==> src/rtl/core_pkg.sv <==
// Shared core types: memory operation and access-size encodings used by the LSU.
package core_pkg;

    typedef enum logic [1:0] {
        OP_LOAD  = 2'd0,
        OP_STORE = 2'd1,
        OP_CAS   = 2'd2
    } mem_op_t;

    typedef enum logic [1:0] {
        SZ_BYTE = 2'd0,
        SZ_HALF = 2'd1,
        SZ_WORD = 2'd2
    } mem_size_t;

endpackage

==> src/rtl/lsu_lane_align.sv <==
// Byte/halfword lane handling: load extraction with zero/sign extension and
// store-lane merge of right-justified write data into a full memory word.
module lsu_lane_align
    import core_pkg::*;
#(
    parameter int XLEN = 32
) (
    input  mem_size_t        size,
    input  logic             is_signed,
    input  logic [1:0]       lane,
    input  logic [XLEN-1:0]  rdata,
    input  logic [XLEN-1:0]  wdata,
    output logic [XLEN-1:0]  load_data,
    output logic [XLEN-1:0]  store_word
);

    logic [4:0]      shamt;
    logic [XLEN-1:0] shifted;
    logic [XLEN-1:0] mask;
    logic [XLEN-1:0] ins;

    // Select the addressed lane, extend it for loads, and splice new data in for stores.
    always_comb begin
        shamt     = (size == SZ_HALF) ? {lane[1], 4'b0000} : {lane, 3'b000};
        shifted   = rdata >> shamt;
        load_data = rdata;
        mask      = '1;
        ins       = wdata;
        case (size)
            SZ_BYTE: begin
                load_data = {{(XLEN-8){is_signed & shifted[7]}}, shifted[7:0]};
                mask      = XLEN'(8'hFF) << shamt;
                ins       = XLEN'(wdata[7:0]) << shamt;
            end
            SZ_HALF: begin
                load_data = {{(XLEN-16){is_signed & shifted[15]}}, shifted[15:0]};
                mask      = XLEN'(16'hFFFF) << shamt;
                ins       = XLEN'(wdata[15:0]) << shamt;
            end
            default: begin
                load_data = rdata;
                mask      = '1;
                ins       = wdata;
            end
        endcase
        store_word = (rdata & ~mask) | ins;
    end

endmodule

==> src/rtl/lsu_mem_port.sv <==
// LSU-to-scratchpad port: one request in flight, load/store/CAS with alignment
// checks, sub-word load extension and a WAIT-state watchdog.
// Optional macro LSU_SUBWORD_RMW_EN: sub-word stores become read-modify-write;
// without it they complete immediately with an error.
module lsu_mem_port
    import core_pkg::*;
#(
    parameter int XLEN     = 32,
    parameter int TAG_W    = 6,
    parameter int WD_LIMIT = 15
) (
    input  logic              clk,
    input  logic              reset,
    input  logic              req_valid,
    output logic              req_ready,
    input  mem_op_t           req_op,
    input  mem_size_t         req_size,
    input  logic              req_signed,
    input  logic [XLEN-1:0]   req_addr,
    input  logic [XLEN-1:0]   req_wdata,
    input  logic [XLEN-1:0]   req_cmp,
    input  logic [TAG_W-1:0]  req_tag,
    output logic              resp_valid,
    input  logic              resp_ready,
    output logic [TAG_W-1:0]  resp_tag,
    output logic [XLEN-1:0]   resp_data,
    output logic              resp_error,
    output logic              mem_req,
    output logic              mem_we,
    output logic              mem_atomic,
    output logic [XLEN-1:0]   mem_addr,
    output logic [XLEN-1:0]   mem_wdata,
    output logic [XLEN-1:0]   mem_cmp_val,
    input  logic              mem_ready,
    input  logic [XLEN-1:0]   mem_rdata,
    input  logic              mem_error
);

`ifdef LSU_SUBWORD_RMW_EN
    typedef enum logic [2:0] {IDLE, ISSUE, WAIT, RMW_WR, RMW_WAIT, RESP} state_t;
`else
    typedef enum logic [2:0] {IDLE, ISSUE, WAIT, RESP} state_t;
`endif

    state_t          state, state_n;
    logic [3:0]      wd_cnt;
    mem_op_t         op_q;
    mem_size_t       size_q;
    logic            signed_q;
    logic [XLEN-1:0] addr_q, wdata_q, cmp_q, merge_q, resp_data_q;
    logic [TAG_W-1:0] tag_q;
    logic            resp_err_q;
    logic            resp_load, resp_err_n, merge_load, misaligned, blocked, in_wait, wd_expired;
    logic [XLEN-1:0] resp_data_n, load_data, store_word;

    assign misaligned = (req_op == OP_CAS && req_size != SZ_WORD) ||
                        (req_size == SZ_HALF && req_addr[0]) ||
                        (req_size == SZ_WORD && req_addr[1:0] != 2'b00);
`ifdef LSU_SUBWORD_RMW_EN
    assign blocked = 1'b0;
    assign in_wait = (state == WAIT) || (state == RMW_WAIT);
`else
    assign blocked = (req_op == OP_STORE) && (req_size != SZ_WORD);
    assign in_wait = (state == WAIT);
`endif
    assign wd_expired = (wd_cnt == 4'(WD_LIMIT - 1));

    lsu_lane_align #(.XLEN(XLEN)) u_align (
        .size       (size_q),
        .is_signed  (signed_q),
        .lane       (addr_q[1:0]),
        .rdata      (mem_rdata),
        .wdata      (wdata_q),
        .load_data  (load_data),
        .store_word (store_word)
    );

    // Next-state decode plus the response value captured on entry to RESP.
    always_comb begin
        state_n     = state;
        resp_load   = 1'b0;
        resp_err_n  = 1'b0;
        resp_data_n = '0;
        merge_load  = 1'b0;
        case (state)
            IDLE: if (req_valid) begin
                if (misaligned || blocked) begin
                    state_n    = RESP;
                    resp_load  = 1'b1;
                    resp_err_n = 1'b1;
                end else begin
                    state_n = ISSUE;
                end
            end
            ISSUE: if (mem_error) begin
                state_n    = RESP;
                resp_load  = 1'b1;
                resp_err_n = 1'b1;
            end else begin
                state_n = WAIT;
            end
            WAIT: if (mem_ready) begin
`ifdef LSU_SUBWORD_RMW_EN
                if (op_q == OP_STORE && size_q != SZ_WORD) begin
                    state_n    = RMW_WR;
                    merge_load = 1'b1;
                end else
`endif
                begin
                    state_n     = RESP;
                    resp_load   = 1'b1;
                    resp_data_n = (op_q == OP_LOAD) ? load_data :
                                  (op_q == OP_CAS)  ? mem_rdata : '0;
                end
            end else if (wd_expired) begin
                state_n    = RESP;
                resp_load  = 1'b1;
                resp_err_n = 1'b1;
            end
`ifdef LSU_SUBWORD_RMW_EN
            RMW_WR: state_n = RMW_WAIT;
            RMW_WAIT: if (mem_ready || wd_expired) begin
                state_n    = RESP;
                resp_load  = 1'b1;
                resp_err_n = !mem_ready;
            end
`endif
            RESP: if (resp_ready) state_n = IDLE;
            default: state_n = IDLE;
        endcase
    end

    // Control state: FSM register and watchdog, cleared on every state change.
    always_ff @(posedge clk or posedge reset) begin
        if (reset) begin
            state  <= IDLE;
            wd_cnt <= '0;
        end else begin
            state <= state_n;
            if (state_n != state) wd_cnt <= '0;
            else if (in_wait)     wd_cnt <= wd_cnt + 4'd1;
        end
    end

    // Request fields, RMW merge word and response payload.
    always_ff @(posedge clk) begin
        if (state == IDLE && req_valid) begin
            op_q     <= req_op;
            size_q   <= req_size;
            signed_q <= req_signed;
            addr_q   <= req_addr;
            wdata_q  <= req_wdata;
            cmp_q    <= req_cmp;
            tag_q    <= req_tag;
        end
        if (merge_load) merge_q <= store_word;
        if (resp_load) begin
            resp_data_q <= resp_data_n;
            resp_err_q  <= resp_err_n;
        end
    end

    // Output decode; payload buses are held at zero outside their qualifying state.
    always_comb begin
        req_ready   = (state == IDLE) && !reset;
        resp_valid  = (state == RESP);
        resp_tag    = resp_valid ? tag_q : '0;
        resp_data   = resp_valid ? resp_data_q : '0;
        resp_error  = resp_valid & resp_err_q;
        mem_req     = (state == ISSUE);
        mem_we      = (state == ISSUE) && (op_q == OP_STORE) && (size_q == SZ_WORD);
        mem_atomic  = (state == ISSUE) && (op_q == OP_CAS);
`ifdef LSU_SUBWORD_RMW_EN
        if (state == RMW_WR) begin
            mem_req = 1'b1;
            mem_we  = 1'b1;
        end
`endif
        mem_addr    = mem_req ? {addr_q[XLEN-1:2], 2'b00} : '0;
        mem_wdata   = !mem_req ? '0 :
                      (state == ISSUE) ? ((mem_we || mem_atomic) ? wdata_q : '0) : merge_q;
        mem_cmp_val = mem_atomic ? cmp_q : '0;
    end

endmodule

==> config.mk <==
export PLATFORM = sky130hd
export DESIGN_NAME = lsu_mem_port
export DESIGN_NICKNAME = d
export VERILOG_FILES = /design/src/rtl/core_pkg.sv /design/src/rtl/lsu_lane_align.sv /design/src/rtl/lsu_mem_port.sv
export SDC_FILE = /design/constraint.sdc
export NUM_CORES = 1
export LEC_CHECK = 0
export ABC_AREA = 0
export BUFFER_PORTS_ARGS = -buffer_cell sky130_fd_sc_hd__buf_2
export CAP_MARGIN = 10
export CORE_MARGIN = 2
export CORE_UTILIZATION = 50
export CTS_CLUSTER_DIAMETER = 60
export DETAILED_ROUTE_END_ITERATION = 6
export GPL_ROUTABILITY_DRIVEN = 0
export PLACE_DENSITY_LB_ADDON = 0.08
export SYNTH_ARGS = -nofsm -noshare
export SYNTH_HDL_FRONTEND = slang
export SYNTH_HIERARCHICAL = 1
export SYNTH_SLANG_ARGS = --single-unit
==> constraint.sdc <==
create_clock -name clk -period 12.77 [get_ports clk]
set_input_delay 3.1925 -clock clk [delete_from_list [all_inputs] [get_ports clk]]
set_output_delay 3.1925 -clock clk [all_outputs]
set_load 0.005 [all_outputs]
==> metrics.csv <==
metric;value;unit
outcome;finished, final reports clean;
dpl cells;963;
final wirelength;17700;um
HPWL Detailed;12800;um
CP Cell Sequence;buf_2, nor4_1, buf_2;
DRT antenna net count;0;
CP required;9.58;ns
fmax;147;MHz
Mapped Cells;547;
CTS tree;done;
total gr overflow;0;
Setup CP Type;in -> out;
Worst Path Max Fanout;2;
Slew Limit Fails;0;
Hold Crit Start;wd_cnt[0]$_DFFE_PP0P_;
Setup crit start kind;input port;
layout cell share with drive strength beyond 1;40.7;%
largest vdd supply drop;0.0908;mV
first-pass GRT wire length;26000;um
Power Density;142;nW/um2
H-tree depth;4;
endpoint class of the critical path;primary output;
final setup TNS;0;ns
clk_skew;0.00909;ns
most used cell, CP;buf_2;
Post-CTS Setup Inserts;0;
Hold Vio Cnt, Final;0;
Initial Util;51.7;%
leakage power;4.35;nW
root buf cell;clkbuf_16;
Die H;122;um
Port-buffer cells;282;
CP max-delay cell;nor4_1;
maxcap violations;0;
vias in the first global route;4939;
GR Util All Layers;23.4;%
DRC marker count from the first detailed-route iteration;314;
Syn Std Cell Area;6920;um2
chip width;122;um
Final Cycle Share;53.2;%
area grow syn2layout;29.9;%
DR DRC count;0;
Vias per Instance;5.28;
start point of the critical path;reset;
smallest hold slack;0.620;ns
largest net degree at the start of global routing;72;
site row count;42;
commonest non-fill, non-tap cell in the layout;buf_2;
Crit path arrival time;3.60;ns
crit-path max cell delay;0.15;ns
core area;13400;um2
Finished Core Util;67.1;%
final instance area;9000;um2
vias;5262;
antenna violations before repair;1;
count of clock tree sinks;147;
Area after DPL;8390;um2
Routed WL per cell;17.7;um
total CTS buffers;17;
Clock Pin Slew Worst Setup and Hold Paths;0.06;ns
Worst Max-Slew Pin Slew;1.14;ns
synthesized area per cell;12.7;um2
fill count;1034;
most frequent cells in the layout;buf_2 (282), edfxtp_1 (140), and3_1 (70);
reg2reg start;size_q[0]$_DFFE_PP_;
min Tclk post-route;6.79;ns
Slew HR;24.0;%
worst hold path type;reg -> reg;
drt first pass iters;5;
final setup fails;0;
IO Pins;285;
# resized after CTS;0;
hold buffer count at cts;0;
Layout Cells excl Fill;997;
CTS max path bufs;2;
fin nets;954;
clock latency on the worst-skew pair;0.42;ns
synth warn;6;
RSZ-0062 raised after global routing;false;
Die Area;14800;um2
[cell type report]
type | instances | area [um2] | share of cell area, %
clock buffer | 18 | 429 | 4.77
antenna | 1 | 2.50 | 0.0278
clock inverter | 14 | 155 | 1.72
multi-input combinational | 345 | 2310 | 25.7
inverter | 7 | 26.3 | 0.292
tap | 176 | 220 | 2.45
sequential | 147 | 4380 | 48.7
timing repair buffer | 289 | 1470 | 16.4
[per-layer routing]
layer	global-route usage, %	wire length, um	vias to the layer above
met3	6.74	1330	14
met5	0	0	-
met2	40.7	9150	224
li1	-	-	2511
met1	28.2	7050	2513
met4	7.11	148	0
[sequential cells by signal, indices dropped and copies added, names as in the netlist]
signal and flops:
resp_data_q 32, addr_q 32, signed_q 1, wdata_q 32, tag_q 6, op_q 2, size_q 2, cmp_q 32
wd_cnt 4, state 3, resp_err_q 1
[per-stage QoR]
stage	power [mW]	setup WS, ns
floorplan	0.730	3.37
global placement	0.793	5.97
detailed placement	0.801	5.97
CTS	1.29	5.97
global route	1.33	5.95
finish	1.28	5.98
[worst max-delay path, delay by kind of cell]
| family | cells | cell delay [ns] |
|---|---|---|
| buffers and inverters | 2 | 0.25 |
| and+or+nand+nor | 1 | 0.15 |
[where the power goes]
part | leakage [nW] | total (mW) | switching [mW] | internal, mW
combinational | 2.68 | 0.185 | 0.114 | 0.0719
clock | 0.276 | 0.486 | 0.196 | 0.290
sequential | 1.39 | 0.606 | 0.0195 | 0.586
[path summary, 6_finish.rpt]
| check | end | slack (ns) | cells past startpoint |
|---|---|---|---|
| hold reg to reg | wd_cnt[0]$_DFFE_PP0P_ | 0.62 | 2 |
| max in group asynchronous | wd_cnt[1]$_DFFE_PP0P_ | 9.80 | 2 |
| min in group asynchronous | state[2]$_DFF_PP0_ | 2.73 | 2 |
| hold / removal | wd_cnt[0]$_DFFE_PP0P_ | 0.62 | 2 |
| setup / recovery | req_ready | 5.98 | 3 |
| setup reg to reg | resp_data_q[13]$_SDFFCE_PN0P_ | 10.03 | 6 |
Power figures use the tool's default switching activity.
